--- config.mk ---
export PLATFORM = sky130hd
export DESIGN_NAME = title_seq_ctrl
export DESIGN_NICKNAME = d
export VERILOG_FILES = /design/src/rtl/title_seq_ctrl.sv
export SDC_FILE = /design/constraint.sdc
export NUM_CORES = 1
export LEC_CHECK = 0
export ABC_AREA = 0
export BUFFER_PORTS_ARGS = -buffer_cell sky130_fd_sc_hd__buf_2
export CAP_MARGIN = 15
export CORE_MARGIN = 8
export CORE_UTILIZATION = 40
export CTS_CLUSTER_SIZE = 25
export DETAILED_ROUTE_END_ITERATION = 8
export PLACE_DENSITY = 0.68
export SETUP_SLACK_MARGIN = 0.02
export SLEW_MARGIN = 20
export SYNTH_ARGS = -nofsm -noshare
export SYNTH_HDL_FRONTEND = slang
export SYNTH_SLANG_ARGS = --single-unit
export TNS_END_PERCENT = 1
--- constraint.sdc ---
create_clock -name clk -period 1.98 [get_ports clk]
set_input_delay 0.396 -clock clk [delete_from_list [all_inputs] [get_ports clk]]
set_output_delay 0.396 -clock clk [all_outputs]
set_load 0.01 [all_outputs]
--- src/rtl/title_seq_ctrl.sv ---
// Title-screen overlay sequencer: typewriter reveal, blink until start key, fade out, then gameplay.
// Latency: all outputs registered, change on the edge that samples the cause; backpressure: none.
module title_seq_ctrl #(
  parameter int NUM_CHARS    = 7,
  parameter int CHAR_FRAMES  = 8,
  parameter int BLINK_FRAMES = 30,
  parameter int EXIT_FRAMES  = 4
) (
  input  logic                 clk,
  input  logic                 rst,
  input  logic                 frame_tick,
  input  logic                 key_start,
  input  logic                 game_over,
  output logic [2:0]           state,
  output logic                 title_en,
  output logic [NUM_CHARS-1:0] char_mask,
  output logic                 blink_on,
  output logic [3:0]           fade_level,
  output logic                 game_start,
  output logic                 in_play
);

  localparam logic [2:0] REVEAL = 3'd0;
  localparam logic [2:0] HOLD   = 3'd1;
  localparam logic [2:0] EXIT   = 3'd2;
  localparam logic [2:0] PLAY   = 3'd3;

  localparam logic [7:0] CHAR_LAST  = 8'(CHAR_FRAMES - 1);
  localparam logic [7:0] BLINK_LAST = 8'(BLINK_FRAMES - 1);
  localparam logic [7:0] EXIT_LAST  = 8'(EXIT_FRAMES - 1);
  localparam logic [7:0] LAST_CHAR  = 8'(NUM_CHARS - 1);

  logic                 key_q;
  logic [7:0]           frame_cnt;
  logic [7:0]           char_cnt;
  logic                 key_edge;
  logic                 restart;
  logic [NUM_CHARS-1:0] char_bit;

  always_comb begin
    key_edge = key_start & ~key_q;
    // game_over only matters in PLAY; an illegal encoding recovers the same way
    restart  = ((state == PLAY) && game_over) || (state > PLAY);
    char_bit = '0;
    for (int i = 0; i < NUM_CHARS; i++) begin
      char_bit[i] = (char_cnt == 8'(i));
    end
  end

  always_ff @(posedge clk or posedge rst) begin
    if (rst) begin
      state      <= REVEAL;
      title_en   <= 1'b1;
      char_mask  <= '0;
      blink_on   <= 1'b1;
      fade_level <= 4'd15;
      game_start <= 1'b0;
      in_play    <= 1'b0;
      frame_cnt  <= 8'd0;
      char_cnt   <= 8'd0;
      // starting high means a key held through reset needs a release first
      key_q      <= 1'b1;
    end else begin
      key_q      <= key_start;
      game_start <= 1'b0;
      if (restart) begin
        state      <= REVEAL;
        title_en   <= 1'b1;
        char_mask  <= '0;
        blink_on   <= 1'b1;
        fade_level <= 4'd15;
        in_play    <= 1'b0;
        frame_cnt  <= 8'd0;
        char_cnt   <= 8'd0;
      end else begin
        case (state)
          REVEAL: begin
            if (key_edge) begin
              char_mask <= '1;
              state     <= HOLD;
              frame_cnt <= 8'd0;
            end else if (frame_tick) begin
              if (frame_cnt == CHAR_LAST) begin
                frame_cnt <= 8'd0;
                char_mask <= char_mask | char_bit;
                char_cnt  <= char_cnt + 8'd1;
                if (char_cnt == LAST_CHAR) begin
                  state <= HOLD;
                end
              end else begin
                frame_cnt <= frame_cnt + 8'd1;
              end
            end
          end
          HOLD: begin
            if (key_edge) begin
              state     <= EXIT;
              blink_on  <= 1'b1;
              frame_cnt <= 8'd0;
            end else if (frame_tick) begin
              if (frame_cnt == BLINK_LAST) begin
                frame_cnt <= 8'd0;
                blink_on  <= ~blink_on;
              end else begin
                frame_cnt <= frame_cnt + 8'd1;
              end
            end
          end
          EXIT: begin
            if (frame_tick) begin
              if (frame_cnt == EXIT_LAST) begin
                frame_cnt <= 8'd0;
                // the period after reaching black hands over instead of wrapping
                if (fade_level == 4'd0) begin
                  state      <= PLAY;
                  title_en   <= 1'b0;
                  in_play    <= 1'b1;
                  game_start <= 1'b1;
                end else begin
                  fade_level <= fade_level - 4'd1;
                end
              end else begin
                frame_cnt <= frame_cnt + 8'd1;
              end
            end
          end
          default: ;
        endcase
      end
    end
  end

endmodule
==> results.yml <==
critical_path:
  crit_family: "compound AO/OA/AOI/OAI gates"
  path_max_fanout: 5
  end_kind: "flip-flop"
  worst_ep_required_time_ns: 2.15
  slowest_delay_ns: 0.41
  crit_chain: "ha_4 -> or3b_4 -> o311a_4 -> o31ai_4 -> buf_6 -> o21ai_1 -> a22o_1"
  critPathArrivalTime_ns: 2.25
  cp_num_buf_inv: 1
  path_class: "flip-flop to flip-flop"
  start_kind: "flip-flop"
  crit_slowest_cell: "or3b_4"
sta:
  period_share_pct: 105
  layout_min_cycle_time_ns: 2.08
  setup_viol: 11
  worst_slew_pin_slew_ns: 0.517
  finalWorstSetupSlack_ns: -0.100
  hold_violations: 0
  rsz0062_at_grt: "true"
  slew_headroom_pct: 65.5
  finalMaxSlewViolations: 0
  fin_worst_skew_ns: 0.00933
  max_freq_mhz: 481
  fin_hold_ws_ns: 0.189
detailed_routing:
  met2WireLength_mm: 2.30
  drt_iter0_markers: 64
  met1_length_mm: 2.32
  wirelength_mm: 4.95
  drcViolationCount: 0
  post_drt_via_cell_ratio: 5.23
  via_count: 1805
  wire_per_inst_um: 14.3
  top_layer_used: "met4"
  detail-route-antenna-nets: 0
  drt-pass1-iter-count: 4
  dr_wl_met3_um: 245
die:
  rows: 26
  fp.dieH_um: 87.1
  io_pins: 23
  core_um2: 5010
  die-area_um2: 7590
  initial_core_util_pct: 40.4
  die_x_um: 87.1
logic_synthesis:
  syn_nets: 229
  synth_edf_count: 0
  synth_top_family_by_area: "simple AND/OR/NAND/NOR gates"
  synth.cell_area_um2: 2020
  netlist_instances: 211
  async_flop_share_pct: 100
  synth-seq-area-share_pct: 42.5
  synth_xor_area_share_pct: 3.89
  synth_mux_area_share_pct: 2.10
  ys_types: 49
  synthAdderAreaFrac_pct: 8.03
  ys_seq_elements: 34
  synth-simple-area-share_pct: 24.4
  yosys_warnings: 0
  synth-compound-area-share_pct: 14.8
  syn_avg_cell_area_um2: 9.59
  synth_ff_type: "dfrtp_1"
cells_and_area:
  area_growth_pct: 33.8
  design_area_um2: 2710
  n_fill_cell: 482
  fin_nets: 292
  antenna_cells: 0
  final_util_pct: 54.1
  layout_common_cells: "39 x buf_4, 27 x dfrtp_1, 22 x nor2_1"
  register_area_um2: 860
  drive_gt1_share_pct: 34.2
  multiInputGateArea_um2: 1150
  final_common_cell: "buf_4"
outcome:
  violations: "negative setup slack"
  status: "finished, violations left"
cts:
  numCtsBuffers: 5
  root_buffer: "clkbuf_8"
  clock_path_buffers: 2
  clock_sinks: 34
  clk_latency_ns: 0.29
  htree_num_levels: 2
  cts_tree: "yes"
  cts.clk_slew.worst_paths_ns: 0.08
placed_design:
  place_congestion: 0.837
  pre_cts_ws_ns: -0.141
  place_area_um2: 2480
  dp_hpwl_mm: 3.44
  portBuffers: 21
hold_path:
  hp-class: "primary input to async pin"
power_and_ir_drop:
  peakVddDrop_mv: 0.873
  leakage_nw: 1.26
  totalPowerFinal_w: 0.00327
  p_per_area_nw_per_um2: 1210
global_route:
  grt_pass1_vias: 1748
  grt_start_max_net_pins: 35
  grtUsageTotal_pct: 13.4
  grt_pass1_wl_mm: 8.11
  grt_overflow: 0
  grt_antenna_before_repair: 0
job:
  max-cap-violations: 0
-- cell usage after synthesis (2+ instances only) --
cell type,number,area (um2)
dfstp_2,7,184
o31ai_1,2,15.0
nand4b_1,2,17.5
nand2_1,17,63.8
nand2b_1,4,25.0
and3_1,5,31.3
ha_1,13,163
nor4_1,4,25.0
nor3b_1,4,30.0
o211ai_1,2,15.0
mux2i_1,2,20.0
nand3b_1,3,22.5
nor2_1,22,82.6
o31a_1,4,35.0
clkbuf_1,5,18.8
dfrtp_1,27,676
a22o_1,5,43.8
nand3_1,6,30.0
nor2b_1,5,31.3
a21oi_1,4,20.0
xnor2_1,3,26.3
xor2_1,6,52.6
o21ai_0,14,70.1
nand4_1,5,31.3
inv_1,12,45.0
nor3_1,4,20.0
or3_1,2,12.5
-- sequential cells by signal (all words and copies together), names as in the netlist --
register and count:
char_cnt 8, game_start 1, blink_on 1, state 2, char_mask 7, frame_cnt 8
fade_level 4, in_play 1, key_q 1, title_en 1
-- power breakdown --
group	switching, W	internal [W]
sequential	0.0000797	0.000821
clock	0.000274	0.000504
combinational	0.000836	0.000758
total	0.00119	0.00208
-- metrics by stage --
step | TNS, ns | instances
after detailed placement | -0.648 | 334
final | -0.689 | 345
after global placement | -0.390 | 334
after CTS | -0.892 | 344
after floorplan | -0.215 | 211
after global routing | -1.66 | 345
-- final timing paths --
path	start	to	slack (ns)	depth (start not counted)
min reg2reg	title_en	title_en	0.46	2
min	rst	frame_cnt[4]	0.19	3
min in group clk	key_start	key_q	0.22	1
max	frame_cnt[1]	frame_cnt[3]	-0.10	7
max reg2reg	frame_cnt[1]	frame_cnt[3]	-0.10	7
max in group asynchronous	rst	fade_level[2]	1.45	3
-- cell families after synthesis --
kind of cell,count (synthesis)
adder cells (fa/ha/maj),13
buffers and inverters,19
flip-flops,34
AND/OR/NAND/NOR,91
multiplexers,4
AO/OA/AOI/OAI,40
other,1
XOR/XNOR,9
-- per-layer routing --
metal	GRT usage, %	up-vias
li1	-	873
met1	17.2	871
met2	21.3	53
met3	2.64	8
met4	5.94	0
met5	0	-
-- tightest hold or removal path, stage by stage --
cell,delay [ns]
buf_2,0.09
inv_1,0.04
buf_4,0.37
-- cell type report --
class                      count  share of cell area, %
sequential                    34                   31.7
clock buffer                   5                   2.54
clock inverter                 3                   2.54
multi-input combinational    158                   42.4
timing repair buffer          63                   15.9
inverter                      12                   1.66
tap                           70                   3.23
-- timing repair --
action | 4_1_cts | 5_1_grt
gates cloned | 0 | 0
hold buffers | 0 | 0
hold endpoints to repair | 0 | 0
endpoints found under the setup margin | 9 | 25
gates resized for setup | 1 | 18
pin swaps | 2 | 2
buffers inserted | 2 | 1
Note: power is estimated with default switching activity, not from simulation.
